[src/rtl/energy_noise_estimator.sv]
// Windowed sum-of-squares energy plus IIR noise-floor estimate for the detection comparator.
// Optional build macro NOISE_FREEZE_EN adds det_in, which freezes the noise floor on detections.
module energy_noise_estimator #(
  parameter int WIN_LOG2    = 4,
  parameter int ALPHA_SHIFT = 3
) (
  input  logic        clk,
  input  logic        rst_n,
  input  logic        restart,
  input  logic [15:0] sample_in,
  input  logic        sample_valid,
`ifdef NOISE_FREEZE_EN
  input  logic        det_in,
`endif
  output logic [31:0] signal_out,
  output logic [31:0] noise_out,
  output logic        ready
);

  typedef enum logic {INIT, RUN} state_t;

  state_t                state;
  logic [WIN_LOG2-1:0]   count;
  logic [30:0]           sq;
  logic                  sq_valid;
  logic                  sq_last;
  logic [31:0]           acc;
  logic [31:0]           energy;
  logic                  e_valid;
  logic [31:0]           noise;

  logic [30:0]           square;
  logic [32:0]           acc_sum;
  logic [31:0]           acc_next;
  logic signed [33:0]    noise_diff;
  logic signed [33:0]    noise_step;
  logic [31:0]           noise_next;
  logic                  freeze;

  // A 16x16 signed square never exceeds 2^30, so 31 bits hold it exactly.
  assign square = 31'($signed(sample_in) * $signed(sample_in));

  // The carry out of the 33-bit sum doubles as the saturation flag; once the
  // accumulator reads all-ones any further add carries out and it stays pinned.
  assign acc_sum  = {1'b0, acc} + {2'b00, sq};
  assign acc_next = acc_sum[32] ? 32'hFFFF_FFFF : acc_sum[31:0];

  // Signed shift of the difference gives floor division; the result stays
  // between the old noise value and the new energy, so it always fits 32 bits.
  assign noise_diff = $signed({2'b00, energy}) - $signed({2'b00, noise});
  assign noise_step = noise_diff >>> ALPHA_SHIFT;
  assign noise_next = 32'($signed({2'b00, noise}) + noise_step);

`ifdef NOISE_FREEZE_EN
  assign freeze = det_in;
`else
  assign freeze = 1'b0;
`endif

  // NOTE: every register below uses non-blocking assignment so the three
  // pipeline stages all read the values from before this edge.
  always_ff @(posedge clk) begin
    if (!rst_n || restart) begin
      state      <= INIT;
      count      <= '0;
      sq         <= '0;
      sq_valid   <= 1'b0;
      sq_last    <= 1'b0;
      acc        <= '0;
      energy     <= '0;
      e_valid    <= 1'b0;
      noise      <= '0;
      signal_out <= '0;
      noise_out  <= '0;
      ready      <= 1'b0;
    end else begin
      // Stage 1: square the accepted sample and tag the last one of the window.
      sq_valid <= sample_valid;
      if (sample_valid) begin
        sq      <= square;
        sq_last <= &count;
        count   <= count + 1'b1;
      end

      // Stage 2: accumulate; the window's final add hands off E and restarts at 0.
      e_valid <= 1'b0;
      if (sq_valid) begin
        if (sq_last) begin
          energy  <= acc_next;
          e_valid <= 1'b1;
          acc     <= '0;
        end else begin
          acc <= acc_next;
        end
      end

      // Stage 3: seed the noise floor on the first window, then report and track.
      ready <= 1'b0;
      if (e_valid) begin
        case (state)
          INIT: begin
            noise <= energy;
            state <= RUN;
          end
          RUN: begin
            signal_out <= energy;
            noise_out  <= noise;
            ready      <= 1'b1;
            if (!freeze) noise <= noise_next;
          end
          default: state <= INIT;
        endcase
      end
    end
  end

endmodule

[config.mk]
export PLATFORM = sky130hd
export DESIGN_NAME = energy_noise_estimator
export DESIGN_NICKNAME = d
export VERILOG_FILES = /design/src/rtl/energy_noise_estimator.sv
export SDC_FILE = /design/constraint.sdc
export NUM_CORES = 1
export LEC_CHECK = 0
export ABC_CLOCK_PERIOD_IN_PS = 9750
export BUFFER_PORTS_ARGS = -buffer_cell sky130_fd_sc_hd__buf_2
export CAP_MARGIN = 20
export CORE_AREA = 2 2 217 219
export CTS_CLUSTER_SIZE = 28
export DETAILED_ROUTE_END_ITERATION = 16
export DIE_AREA = 0 0 219 221
export PLACE_DENSITY = 0.6
export SYNTH_ARGS = -nofsm -noshare
export SYNTH_HDL_FRONTEND = slang
export SYNTH_SLANG_ARGS = --single-unit
[constraint.sdc]
create_clock -name clk -period 9.75 [get_ports clk]
set_input_delay 2.4375 -clock clk [delete_from_list [all_inputs] [get_ports clk]]
set_output_delay 2.4375 -clock clk [all_outputs]
set_load 0.01 [all_outputs]
==> results of run 1 <==
==> sequential cells by signal (all words and copies together) (netlist names) <==
signal	flops
acc	32
energy	32
noise	32
noise_out	32
signal_out	32
sq	30
count	4
e_valid	1
ready	1
sq_last	1
sq_valid	1
state	1
==> cells in the final DEF (no fill, tap or decap), types with 23 or more instances in the layout <==
cell      instances
o21ai_0          77
nor3_1           33
inv_1           381
o21a_1           25
nand3_1          26
a211oi_1         34
a21o_1           45
mux2i_1          46
nand2b_1         23
and2_1           30
xor2_1           36
ha_1            181
a21oi_1         185
fa_1            230
nand2_1         283
dfxtp_1         198
nor2_1          195
xnor2_1          73
buf_2            84
==> path summary, 6_finish.rpt <==
| path | end |
|---|---|
| max reg2reg | noise[31] |
| min reg2reg | noise_out[26] |
| max | sq[28] |
| min | noise_out[26] |
==> kinds of logic after synthesis <==
logic type	share of synthesized area, %
adders and majority gates	33.6
and+or+nand+nor	14.9
xor gates and xnor gates	4.67
muxes	2.36
DFF	19.5
AOI/OAI and AO/OA	16.3
buffers and inverters	8.74
==> worst max-delay path: stages <==
cell and delay [ps]:
buf_2 240, inv_1 310, nor2_1 310, xnor2_1 120
ha_1 280, inv_1 50, fa_1 490, fa_1 510
inv_1 60, fa_1 500, fa_1 490, inv_1 50
fa_1 470, inv_1 40, ha_1 380, a21oi_1 250
inv_1 60, o31ai_1 340, nand2_1 140, o41ai_2 490
o2111ai_1 240, a21oi_1 230, xor2_1 180, o21ai_1 70
==> layer usage <==
layer,up-vias,share of wire [%],track usage (%)
li1,8029,-,-
met3,62,3.3,2.14
met1,7817,46,27.9
met5,-,0,0
met2,313,48,36.4
met4,0,2.3,6.45
==> per-stage QoR <==
stage / power [uW] / area (um2) / setup slack (ps)
final: 7160 / 22000 / 1360
after global placement: 6250 / 21400 / 1110
after CTS: 7200 / 22000 / 1450
after floorplan: 5310 / 20400 / 1590
after detailed placement: 6430 / 21400 / 946
after global routing: 8050 / 22000 / 991
==> power by group <==
group	internal, uW	switching [uW]	total, uW	leakage, uW
combinational	2440	3120	5560	0.00845
sequential	846	15.9	862	0.00161
clock	400	340	740	0.000299
total	3680	3480	7160	0.0104
==> cell type report <==
type	instances	area, um2	share of cell area (%)
clock buffers	20	457	2.08
flip-flops and latches	199	3990	18.1
repair buffers	95	503	2.29
well taps	607	759	3.45
clock inverters	12	160	0.728
inverters	384	1440	6.56
multi-input cells	1757	14700	66.8
==> impl_metrics.py, run 1 <==
metrics = {
    "run_status": {
        "status": "finished, final reports clean",
    },
    "clocking": {
        "htree_levels": 4,
        "cts_buffers": 17,
        "cts-resized-gates": 0,
        "clkTransAtPathRegs_ps": 80,
        "post_cts_buffers": 0,
        "cts_sinks": 199,
        "cts_buffer_depth": 2,
        "hold_buffers": 0,
        "clockRootBuffer": "clkbuf_16",
        "insertion_delay_ps": 470,
        "cts_tree": "done",
    },
    "power_and_ir_drop": {
        "vdd_ir_drop_max_mv": 0.270,
        "leakagePower_uw": 0.0104,
        "power.density_nw_per_um2": 326,
    },
    "die": {
        "dieArea_um2": 48400,
        "ios": 85,
        "initial_core_util_pct": 44.4,
        "placementRows": 79,
        "die_x_um": 219,
        "core_um2": 46100,
        "die_height_um": 221,
    },
    "global_route": {
        "grt-ovfl-total": 0,
        "grt_pass1_wl_um": 83400,
        "grtUsageTotal_pct": 21.2,
        "grt_max_degree": 82,
        "grt_pass1_vias": 16500,
        "antenna_found_initial": 0,
    },
    "synthesis": {
        "yosys_warnings": 0,
        "syn_avg_cell_area_um2": 8.41,
        "synth_top_area_share_pct": 22.5,
        "yosys-top-cells-area": "fa_1, dfxtp_1, ha_1",
        "synth_edf_count": 0,
        "syn_inst": 2430,
        "ys_seq_area_share_pct": 19.5,
        "ys_ff_latch": 199,
        "postSynthNetCount": 2861,
        "synthArstFlopShare_pct": 0,
        "syn_area_um2": 20400,
        "yosysUniqueCellTypes": 89,
        "yosys.area.top_type": "fa_1",
        "yosysMostFrequentCell": "inv_1",
        "synth-main-ff-cell": "dfxtp_1",
        "synthTopCellsByCount": "inv_1, nand2_1, fa_1, dfxtp_1, nor2_1",
    },
    "route": {
        "vias": 16200,
        "routed_via_density": 5.28,
        "wl_um": 49200,
        "wire_per_inst_um": 16.0,
        "final_antenna_net_count": 0,
        "drt-initial-drc-count": 757,
        "dr.pass1.iters": 6,
        "drc": 0,
    },
    "sta": {
        "fin_crit_ps": 8390,
        "max_freq_ghz": 0.119,
        "final-hold-violation-count": 0,
        "finalSetupTns_ps": 0,
        "relSlewSlack_pct": 39.0,
        "worst_pin_slew_ps": 913,
        "setup_viol": 0,
        "hold_slack_ps": 453,
        "min_period_over_period_pct": 86.0,
        "slew_violations": 0,
        "fin_skew_ps": 8.93,
        "rsz0062_at_grt": "false",
    },
    "critical_path": {
        "r2r_cells": 20,
        "worstPathRequired_ps": 10110,
        "crit_start": "sample_in[15]",
        "critPathMaxFanout": 16,
        "r2r_slack_ps": 4280,
        "reg2reg_from": "noise[2]",
        "end_kind": "flip-flop",
        "start_kind": "primary input",
        "crit_type": "primary input to flip-flop",
        "critPathArrivalTime_ps": 8750,
    },
    "cells_and_area": {
        "nets": 2885,
        "final_cells": 3074,
        "nFillCells": 4578,
        "antenna_cells": 0,
        "syn_to_final_growth_pct": 7.59,
        "utilization_pct": 47.7,
        "drive_gt1_share_pct": 6.81,
    },
    "worst_hold_path": {
        "min-delay-path-class": "flip-flop to flip-flop",
        "hold_depth": 2,
        "min_from": "noise_out[26]",
    },
    "place": {
        "hpwl_um": 39600,
        "dpl.cell_count": 3042,
        "portBuffers": 84,
        "globalplace.congestion": 0.925,
    },
    "run": {
        "max_cap_viol_count": 0,
    },
}
(Power assumes the default switching activity.)
==> inputs of run 2 (changes only) <==
--- a/config.mk
+++ b/config.mk
@@ -12,7 +12,7 @@
 export CTS_CLUSTER_SIZE = 28
 export DETAILED_ROUTE_END_ITERATION = 16
 export DIE_AREA = 0 0 219 221
-export PLACE_DENSITY = 0.6
+export PLACE_DENSITY = 0.59
 export SYNTH_ARGS = -nofsm -noshare
 export SYNTH_HDL_FRONTEND = slang
 export SYNTH_SLANG_ARGS = --single-unit
==> impl_metrics.py, run 2 (synthesis results as in run 1) <==
metrics = {
    "route": {
        "dr.pass1.iters": 5,
        "routed_via_density": 5.24,
        "final_antenna_net_count": 0,
        "wire_per_inst_um": 16.0,
        "drt-initial-drc-count": 814,
        "wl_um": 49300,
        "drc": 0,
        "vias": 16100,
    },
    "clocking": {
        "htree_levels": 4,
        "insertion_delay_ps": 460,
        "cts_buffer_depth": 2,
        "cts_sinks": 199,
        "cts_tree": "done",
        "cts_buffers": 17,
        "clockRootBuffer": "clkbuf_16",
        "cts-resized-gates": 0,
        "clkTransAtPathRegs_ps": 70,
        "hold_buffers": 0,
        "post_cts_buffers": 0,
    },
    "cells_and_area": {
        "ff_latch_area_um2": 3990,
        "nFillCells": 4556,
        "utilization_pct": 47.7,
        "nets": 2886,
        "drive_gt1_share_pct": 6.77,
        "final_common_cell": "inv_1",
        "multi_input_area_um2": 14700,
        "layout_common_cells": "inv_1, nand2_1, fa_1",
        "final_cells": 3073,
        "antenna_cells": 0,
        "syn_to_final_growth_pct": 7.41,
    },
    "sta": {
        "relSlewSlack_pct": 25.3,
        "max_freq_ghz": 0.119,
        "fin_crit_ps": 8380,
        "fin_skew_ps": 9.16,
        "min_period_over_period_pct": 86.0,
        "rsz0062_at_grt": "false",
        "final-hold-violation-count": 0,
        "worst_pin_slew_ps": 1120,
        "finalSetupTns_ps": 0,
        "slew_violations": 0,
        "setup_viol": 0,
    },
    "die": {
        "ios": 85,
        "core_um2": 46100,
        "die_height_um": 221,
        "initial_core_util_pct": 44.4,
        "dieArea_um2": 48400,
        "placementRows": 79,
        "die_x_um": 219,
    },
    "place": {
        "portBuffers": 84,
        "dpl.cell_count": 3043,
        "hpwl_um": 39500,
        "globalplace.congestion": 0.890,
    },
    "power_and_ir_drop": {
        "power.density_nw_per_um2": 321,
        "leakagePower_uw": 0.0103,
        "vdd_ir_drop_max_mv": 0.246,
    },
    "worst_hold_path": {
        "min-delay-path-class": "flip-flop to flip-flop",
    },
    "global_route": {
        "gr-usage-met3_pct": 1.80,
        "grt_max_degree": 96,
        "grt-ovfl-total": 0,
        "grtUsageTotal_pct": 20.9,
        "use_met1_pct": 28.2,
        "grtUsageMet2_pct": 35.7,
        "grt.busiest_layer": "met2",
        "grt_pass1_vias": 16200,
        "antenna_found_initial": 0,
        "grt_pass1_wl_um": 82100,
    },
    "run": {
        "max_cap_viol_count": 0,
    },
    "critical_path": {
        "start_kind": "primary input",
        "critPathArrivalTime_ps": 8690,
        "end_kind": "flip-flop",
        "critPathMaxFanout": 16,
        "crit_type": "primary input to flip-flop",
        "worstPathRequired_ps": 10060,
    },
    "run_status": {
        "status": "finished, final reports clean",
    },
}
run 2: cell count changes in the layout (fill, tap and decap cells not counted), sizes merged:
cell,delta
clkbuf,-2
buf,+1
clkinv,-1
clkinvlp,+1
run 2: final timing paths:
kind             endpoint  slack (ps)     startpoint  depth (start not counted)
min          noise_out[0]         450   noise_out[0]                          2
min reg2reg  noise_out[0]         450   noise_out[0]                          2
max                sq[29]        1370  sample_in[15]                         21
max reg2reg     noise[31]        4350      noise[16]                         20
run 2: power breakdown:
part           switching [uW]  internal [uW]
clock                     330            380
sequential               16.8            846
combinational            3040           2430
run 2: worst max-delay path, cell delays in order:
cell      delay, ps
buf_2           190
inv_1           440
nor2_1          200
fa_1            710
inv_1           120
fa_1            680
inv_1           190
fa_1            510
fa_1            510
fa_1            490
inv_1            50
fa_1            470
inv_1            40
ha_1            340
nand2_1          90
or4_1           410
o221ai_1        300
a311oi_1        170
xnor2_1         150
mux2i_1         130
nor2_1           50
run 2: area by class of cell:
| type | instances | share of cell area [%] |
|---|---|---|
| Tap cell | 607 | 3.46 |
| Clock buffer | 18 | 1.96 |
| Clock inverter | 12 | 0.650 |
| Multi-Input combinational cell | 1757 | 66.9 |
| Inverter | 384 | 6.57 |
| Timing Repair Buffer | 96 | 2.33 |
| Sequential cell | 199 | 18.2 |
run 2: metal layers:
metal / up-vias / wire, um
li1: 8025 / -
met4: 0 / 1010
met3: 60 / 1460
met5: - / 0
met2: 266 / 23400
met1: 7766 / 23400
run 2: per-stage QoR:
| step | power [uW] | cell area (um2) | setup slack [ps] | hold slack [ps] |
|---|---|---|---|---|
| 2_1_floorplan | 5310 | 20400 | 1590 | 429 |
| 3_3_place_gp | 6240 | 21400 | 1070 | 439 |
| 3_5_place_dp | 6340 | 21400 | 937 | 446 |
| 4_1_cts | 7070 | 21900 | 1420 | 456 |
| 5_1_grt | 7860 | 21900 | 1030 | 468 |
| 6_report | 7040 | 21900 | 1370 | 452 |
==> inputs of run 3 (changes only) <==
--- a/config.mk
+++ b/config.mk
@@ -13,6 +13,8 @@
 export DETAILED_ROUTE_END_ITERATION = 16
 export DIE_AREA = 0 0 219 221
 export PLACE_DENSITY = 0.59
+export RECOVER_POWER = 100
+export SLEW_MARGIN = 20
 export SYNTH_ARGS = -nofsm -noshare
 export SYNTH_HDL_FRONTEND = slang
 export SYNTH_SLANG_ARGS = --single-unit
==> impl_metrics.py, run 3 (synthesis results as in run 1) <==
metrics = {
    "run_status": {
        "status": "finished with violations",
        "violations": "capacitance limit, slew limit",
    },
    "power_and_ir_drop": {
        "power.density_nw_per_um2": 322,
        "total_power_uw": 7020,
        "leakagePower_uw": 0.0100,
        "vdd_ir_drop_max_mv": 0.246,
    },
    "critical_path": {
        "path_common_cell": "fa_1",
        "r2r_slack_ps": 4200,
        "critPathMaxFanout": 16,
        "critPathArrivalTime_ps": 8940,
        "start_kind": "primary input",
        "crit_type": "primary input to flip-flop",
        "reg2reg_from": "noise[1]",
        "worstPathRequired_ps": 9930,
        "worstPathCellList": "clkbuf_1 -> inv_1 -> nor2_1 -> fa_1 -> inv_1 -> fa_1 -> inv_1 -> fa_1 -> fa_1 -> fa_1 -> inv_1 -> fa_1 -> inv_1 -> ha_1 -> nand2_1 -> or4_1 -> o221ai_1 -> a311oi_1 -> xnor2_1 -> mux2i_1 -> nor2_1",
        "cp_slowest_cell": "fa_1",
        "slowest_delay_ps": 600,
        "crit_start": "sample_in[15]",
        "end_kind": "flip-flop",
        "r2r_cells": 19,
        "cp-endpoint": "sq[29]",
        "reg2reg_to": "noise[28]",
    },
    "cells_and_area": {
        "nFillCells": 4595,
        "drive_gt1_share_pct": 3.69,
        "layout_common_cells": "inv_1, nand2_1, fa_1",
        "nets": 2886,
        "final_common_cell": "inv_1",
        "final_area_um2": 21800,
        "utilization_pct": 47.4,
        "syn_to_final_growth_pct": 6.77,
        "antenna_cells": 0,
    },
    "route": {
        "dr.pass1.iters": 5,
        "final_antenna_net_count": 0,
        "wl_um": 49400,
        "routed_via_density": 5.25,
        "vias": 16100,
        "wire_per_inst_um": 16.1,
        "drt-initial-drc-count": 785,
        "drc": 0,
    },
    "clocking": {
        "clockRootBuffer": "clkbuf_16",
        "clkTransAtPathRegs_ps": 70,
        "post_cts_buffers": 0,
        "cts-resized-gates": 0,
        "cts_sinks": 199,
        "cts_buffers": 17,
        "cts_buffer_depth": 2,
        "hold_buffers": 0,
        "insertion_delay_ps": 460,
        "htree_levels": 4,
        "cts_tree": "done",
    },
    "die": {
        "die_x_um": 219,
        "initial_core_util_pct": 44.4,
        "dieArea_um2": 48400,
        "ios": 85,
        "placementRows": 79,
        "die_height_um": 221,
        "core_um2": 46100,
    },
    "global_route": {
        "grtUsageTotal_pct": 20.9,
        "grt_pass1_vias": 16200,
        "grt_pass1_wl_um": 82100,
        "grt_max_degree": 96,
        "antenna_found_initial": 0,
        "grt-ovfl-total": 0,
    },
    "sta": {
        "final-hold-violation-count": 0,
        "finalSetupTns_ps": 0,
        "worst_pin_slew_ps": 4450,
        "fin_crit_ps": 8760,
        "max_freq_ghz": 0.114,
        "fin_skew_ps": 9.36,
        "relSlewSlack_pct": -197,
        "slew_violations": 181,
        "rsz0062_at_grt": "false",
        "min_period_over_period_pct": 89.9,
        "setup_viol": 0,
    },
    "worst_hold_path": {
        "min-delay-path-class": "flip-flop to flip-flop",
    },
    "place": {
        "globalplace.congestion": 0.890,
        "portBuffers": 84,
        "post_dp_cell_area_um2": 21400,
        "hpwl_um": 39500,
    },
    "run": {
        "max_cap_viol_count": 3,
    },
}
run 3: final cells by class:
type | instances | area [um2] | area share [%]
tap | 607 | 759 | 3.48
clock buffer | 18 | 429 | 1.97
timing repair buffer | 96 | 410 | 1.88
inverter | 384 | 1440 | 6.61
multi-input combinational | 1757 | 14700 | 67.1
sequential | 199 | 3990 | 18.3
clock inverter | 12 | 143 | 0.654
run 3: worst max-delay path, delay by kind of cell:
family                     cells  cell delay [ps]
muxes                          1              130
xor gates and xnor gates       1              150
AOI/OAI and AO/OA              2              470
adders and majority gates      7             3410
buffers and inverters          6             1420
and+or+nand+nor                4              900
run 3: how the worst min path moves through the flow:
| stage | cells after the start | endpoint | from | slack (ps) |
|---|---|---|---|---|
| finish | 2 | noise_out[0] | noise_out[0] | 450 |
| global route | 2 | noise_out[24] | noise_out[24] | 470 |
| detailed placement | 2 | signal_out[25] | signal_out[25] | 450 |
| floorplan | 2 | acc[10] | acc[10] | 430 |
| global placement | 2 | acc[5] | acc[5] | 440 |
| CTS | 2 | noise_out[14] | noise_out[14] | 460 |
run 3: per-layer routing:
metal  share of wire, %  vias to the layer above  wire [um]  GRT usage, %
met5                  0                        -          0             0
met4                1.9                        0        928          5.99
met3                2.9                       56       1420          1.80
met2                 48                      269      23500          35.7
met1                 48                     7779      23600          28.2
li1                   -                     8020          -             -
run 3: through the flow:
step | worst slack, ps | std cells | hold slack [ps]
5_1_grt | 558 | 3073 | 470
4_1_cts | 1420 | 3073 | 456
6_report | 987 | 3073 | 455
3_5_place_dp | 937 | 3043 | 446
2_1_floorplan | 1590 | 2430 | 429
3_3_place_gp | 1070 | 3043 | 439
run 3: power by group:
group          total, uW  internal (uW)  leakage (uW)  switching (uW)
Combinational       5450           2430       0.00813            3020
Sequential           864            847       0.00161            16.9
Clock                709            380      0.000277             329
Total               7020           3650        0.0100            3370
